## config.mk

```make
export PLATFORM = sky130hd
export DESIGN_NAME = mac_accumulator
export DESIGN_NICKNAME = d
export VERILOG_FILES = /design/src/rtl/mac_accumulator.sv
export SDC_FILE = /design/constraint.sdc
export NUM_CORES = 1
export LEC_CHECK = 0
export ABC_CLOCK_PERIOD_IN_PS = 3780
export CAP_MARGIN = 15
export CELL_PAD_IN_SITES_DETAIL_PLACEMENT = 0
export CELL_PAD_IN_SITES_GLOBAL_PLACEMENT = 1
export CORE_ASPECT_RATIO = 1.1
export CORE_UTILIZATION = 38
export CTS_CLUSTER_DIAMETER = 50
export CTS_CLUSTER_SIZE = 28
export DETAILED_ROUTE_END_ITERATION = 16
export MAX_ROUTING_LAYER = met4
export PLACE_DENSITY = 0.77
export REMOVE_ABC_BUFFERS = 1
export SETUP_SLACK_MARGIN = 0.02
export SYNTH_ARGS = -nofsm -noshare
export SYNTH_HDL_FRONTEND = slang
export SYNTH_SLANG_ARGS = --single-unit
```

## constraint.sdc

```tcl
create_clock -name clk -period 3.78 [get_ports clk]
set_clock_uncertainty 0.05 [all_clocks]
set_input_delay 0.756 -clock clk [delete_from_list [all_inputs] [get_ports clk]]
set_output_delay 0.756 -clock clk [all_outputs]
set_load 0.01 [all_outputs]
```

## src/rtl/mac_accumulator.sv

```systemverilog
// Multiply-accumulate back end: sums signed product terms into a 40-bit accumulator
// and hands out one scaled 16-bit result per sum. Build with MAC_SAT_EN to clamp out-of-range results.
module mac_accumulator #(
  parameter int FRAC_BITS = 8
) (
  input  logic        clk,
  input  logic        rst,
  input  logic [31:0] prod_in,
  input  logic        prod_valid,
  input  logic        prod_last,
  output logic        prod_ready,
  output logic [15:0] res_data,
  output logic        res_valid,
  input  logic        res_ready,
  output logic [7:0]  res_cnt,
  output logic        res_ovf,
  output logic [1:0]  dbg_state
);

  // Handshakes: a term transfers on a cycle with prod_valid && prod_ready; a result
  // transfers on a cycle with res_valid && res_ready. Producers must hold data while waiting.

  typedef enum logic [1:0] {
    IDLE = 2'd0,
    ACC  = 2'd1,
    DONE = 2'd2
  } state_t;

  state_t             state_q, state_d;
  logic signed [39:0] acc_q, acc_d;
  logic signed [39:0] prod_ext;
  logic signed [39:0] scaled;
  logic [7:0]         cnt_q, cnt_d;
  logic [15:0]        res_data_q, res_data_d;
  logic [7:0]         res_cnt_q, res_cnt_d;
  logic               res_ovf_q, res_ovf_d;
  logic               res_valid_q, res_valid_d;
  logic               accept;
  logic               load_res;
  logic               out_of_range;

  assign prod_ext   = {{8{prod_in[31]}}, prod_in};
  assign prod_ready = ~rst & (state_q != DONE);
  assign accept     = prod_valid & prod_ready;
  assign load_res   = accept & prod_last;

  always_comb begin
    state_d = state_q;
    acc_d   = acc_q;
    cnt_d   = cnt_q;
    case (state_q)
      IDLE: begin
        if (accept) begin
          acc_d   = prod_ext;
          cnt_d   = 8'd1;
          state_d = prod_last ? DONE : ACC;
        end
      end
      ACC: begin
        if (accept) begin
          acc_d   = acc_q + prod_ext;
          cnt_d   = (cnt_q == 8'hFF) ? 8'hFF : cnt_q + 8'd1;
          state_d = prod_last ? DONE : ACC;
        end
      end
      DONE: begin
        if (res_ready) begin
          state_d = IDLE;
          acc_d   = '0;
          cnt_d   = '0;
        end
      end
      default: begin
        state_d = IDLE;
        acc_d   = '0;
        cnt_d   = '0;
      end
    endcase
  end

  // The result is taken from the sum including the closing term, so scale acc_d.
  assign scaled       = acc_d >>> FRAC_BITS;
  assign out_of_range = ~((&scaled[39:15]) | ~(|scaled[39:15]));

  always_comb begin
    res_data_d  = res_data_q;
    res_cnt_d   = res_cnt_q;
    res_ovf_d   = res_ovf_q;
    res_valid_d = res_valid_q;
    if (load_res) begin
      res_valid_d = 1'b1;
      res_cnt_d   = cnt_d;
      res_ovf_d   = out_of_range;
`ifdef MAC_SAT_EN
      if (out_of_range) begin
        res_data_d = scaled[39] ? 16'h8000 : 16'h7FFF;
      end else begin
        res_data_d = scaled[15:0];
      end
`else
      res_data_d = scaled[15:0];
`endif
    end else if (state_q == DONE && res_ready) begin
      res_valid_d = 1'b0;
    end
  end

  always_ff @(posedge clk) begin
    if (rst) begin
      state_q     <= IDLE;
      acc_q       <= '0;
      cnt_q       <= '0;
      res_data_q  <= '0;
      res_cnt_q   <= '0;
      res_ovf_q   <= 1'b0;
      res_valid_q <= 1'b0;
    end else begin
      state_q     <= state_d;
      acc_q       <= acc_d;
      cnt_q       <= cnt_d;
      res_data_q  <= res_data_d;
      res_cnt_q   <= res_cnt_d;
      res_ovf_q   <= res_ovf_d;
      res_valid_q <= res_valid_d;
    end
  end

  assign res_data  = res_data_q;
  assign res_cnt   = res_cnt_q;
  assign res_ovf   = res_ovf_q;
  assign res_valid = res_valid_q;
  assign dbg_state = state_q;

endmodule
```

==> metrics.md <==
| Metric | Value |
|---|---|
| Status | completed |
| DRT antenna net count | 0 |
| Simple-Gate Fraction of Synth Area | 23.6% |
| Sw Ratio | 34.6% |
| Max_cap viols | 0 |
| Layout cell share with drive strength beyond 1 | 28.3% |
| DRT Pass-1 Iters | 6 |
| Final cycle utilization of the critical path | 97.5% |
| Crit path kind | in -> reg |
| Sequential Power Share | 32.6% |
| # hold bufs at CTS | 0 |
| Total die area | 16100 um^2 |
| Hold Path Class | reg -> reg |
| Max-slew violations | 0 |
| Final hold vios | 0 |
| Gr usage total | 28.9% |
| XOR/XNOR share of the synthesized area | 5.32% |
| Die width | 121 um |
| CTS buffer count | 9 |
| Post-Route WL | 22.4 mm |
| Slew headroom | 48.8% |
| Worst-Margin Slew | 0.768 ns |
| P_sw | 936 uW |
| Initial antenna violation count | 0 |
| Leakage power | 0.00372 uW |
| Root buffer cell | clkbuf_16 |
| Predominant post-synthesis flop cell | dfxtp_1 |
| Cell Area, Synth | 5930 um^2 |
| Rows | 47 |
| Total Power | 2700 uW |
| CP required | 3.97 ns |
| DRC violations left | 0 |
| Placed cell area | 7920 um^2 |
| Final Wtd Congestion | 0.977 |
| CTS tree | built |
| VDD IR max | 199 uV |
| Max Root-Sink Buffers | 2 |
| Initial core utilization | 39.1% |
| H-tree depth | 3 |
| Post-synthesis mux area share | 3.25% |
| FILL cells | 1385 |
| Hold WS | 0.405 ns |
| I/O pins | 66 |
| Finished Layout Cells | 1205 |
| Placed insts | 1183 |
| GR Overflow Total | 0 |
| Post-synthesis async set-or-reset flop share | 0% |
| Area taken by multi-input logic gates | 4720 um^2 |
| First-pass GRT wire length | 35.2 mm |
| Post-DR wirelength/cell | 18.6 um |
| Pin count of the biggest net entering global routing | 71 |
| Startpoint Class | primary input |
| 1st-iter DRT viols | 596 |
| Seq/Total Area, Yosys | 25.7% |
| EDFF count, synth | 0 |
| Clock power frac | 31.6% |
| Yosys warnings | 0 |
| Critical Path End Type | flop |
| Synth Area in Compound Gates | 29.2% |
| Yosys reg bits | 76 |
| Synth cell types | 80 |
| Net count reported at finish | 1082 |
| Post-Syn Instances | 795 |
| Port buffer count | 65 |
| Internal power | 1770 uW |
| Via/cell ratio | 5.77 |
| Power per cell area | 307 nW/um^2 |
| Core region area | 15200 um^2 |
| Mapped Avg Cell Area | 7.45 um^2 |
| Fmax | 0.271 GHz |
| Final setup vio count | 0 |
| Critical Path AT | 3.87 ns |
| Register Area | 1520 um^2 |
| Vias in the first global route | 6877 |
| Max FO, Critical Path | 4 |
| Comb pwr share | 35.8% |
| Worst-skew pair later-pin latency | 0.35 ns |
| Vias | 6948 |
| Post-Synth Adder-Cell Area | 8.78% |
| Ant. Diodes | 0 |
| Area Overhead vs Synth | 48.6% |
| Final Critical Period | 3.68 ns |
| Largest family of logic cells by synthesized area | compound AO/OA/AOI/OAI gates |
| Post-route design area | 8810 um^2 |
| Die boundary height | 133 um |
| TritonCTS sink count | 76 |
| Post-DP HPWL | 16.8 mm |
| Worst-path clk slew | 0.07 ns |
-- cells in the final DEF (no fill, tap or decap), types with 12 or more instances in the layout --
master	count
a211oi_1	13
a21o_1	20
a21oi_1	72
a21oi_2	14
buf_4	178
clkdlybuf4s50_1	39
dfxtp_1	76
dlygate4sd2_1	13
ha_1	13
ha_4	25
inv_1	12
mux2i_1	17
nand2_1	69
nand3_1	14
nand4_1	15
nor2_1	120
nor2b_1	14
nor3_1	18
o21ai_0	47
xnor2_1	22
xor2_1	12
-- area by class of cell --
cell class              count  share of cell area (%)
well taps                 196                    2.78
multi-input cells         660                    53.6
flip-flops and latches     76                    17.3
clock buffers               9                    2.56
inverters                  14                   0.597
repair buffers            243                    22.5
clock inverters             7                   0.653
-- critical path, stage by stage --
cell,delay [ns]
clkdlybuf4s50_1,0.55
ha_4,0.24
buf_4,0.15
o21a_1,0.16
o21ai_1,0.21
a32o_2,0.20
o21ai_0,0.09
a21o_1,0.18
a31o_2,0.25
a21oi_1,0.16
o21bai_1,0.09
xor2_1,0.18
a211o_1,0.31
o31ai_1,0.24
o21ai_1,0.10
-- state kept, by name, summed over array words and instances (netlist names) --
name	count
acc_q	40
cnt_q	8
dbg_state	2
res_cnt	8
res_data	16
res_ovf	1
res_valid	1
-- metal layers --
layer	track usage, %	part of all wire (%)	vias up
li1	-	-	3328
met1	34.8	43	3297
met2	47.5	48	254
met4	13.6	4.3	0
met5	-	0	-
met3	3.88	4.7	69
-- path summary, 6_finish.rpt --
path,slack (ns),startpoint,to,depth (start not counted)
max,0.1,prod_in[25],res_ovf,15
min reg2reg,0.41,res_cnt[5],res_cnt[5],2
max reg2reg,0.38,acc_q[32],res_ovf,14
min,0.41,res_cnt[5],res_cnt[5],2
-- repair_timing --
item / CTS / global route
gates resized for setup: 73 / 47
setup buffers: 3 / 3
pin swaps: 30 / 16
endpoints found under the setup margin: 1 / 2
-- power by group through the flow --
stage	Combinational [uW]	Sequential, uW	Clock, uW
2_1_floorplan	444	891	0
3_3_place_gp	856	889	0
3_5_place_dp	864	891	0
4_1_cts	911	877	868
5_1_grt	1050	884	899
6_report	969	880	855
-- cells by family after synthesis --
logic type,count (synthesis)
AO/OA/AOI/OAI,261
XOR/XNOR,36
adder cells (fa/ha/maj),41
buffers and inverters,59
flip-flops,76
multiplexers,19
AND/OR/NAND/NOR,303
-- metrics by stage --
| step | worst slack, ns | TNS (ns) | utilization, % |
|---|---|---|---|
| floorplan | 0.167 | 0 | - |
| global placement | -0.652 | -2.26 | 52.2 |
| detailed placement | -0.650 | -2.78 | 52.2 |
| CTS | 0.0244 | 0 | 56.1 |
| global route | -0.0104 | -0.0104 | 58.1 |
| finish | 0.0952 | 0 | 58.1 |
-- Yosys cell counts, drive strengths merged, types with 4 or more instances --
cell | count | area share [%]
and2 | 6 | 0.63
nor4 | 8 | 0.84
clkbuf | 35 | 2.2
a21o | 21 | 2.7
nand2 | 71 | 4.5
and3 | 6 | 0.63
dfxtp | 76 | 26
xor2 | 12 | 1.8
nand3 | 14 | 1.2
o21ai | 58 | 5.0
nor2 | 122 | 7.7
a222oi | 7 | 1.2
nand2b | 11 | 1.2
nor3 | 18 | 1.5
a211oi | 15 | 2.2
inv | 14 | 0.89
xnor2 | 24 | 3.5
a22oi | 10 | 1.3
nor2b | 14 | 1.5
mux2i | 17 | 2.9
a31oi | 11 | 1.4
o211ai | 5 | 0.63
ha | 40 | 8.4
or3 | 4 | 0.42
a21oi | 89 | 7.6
buf | 10 | 0.99
nand4 | 15 | 1.6
a221oi | 6 | 0.99
Note: power is estimated with default switching activity, not from simulation.
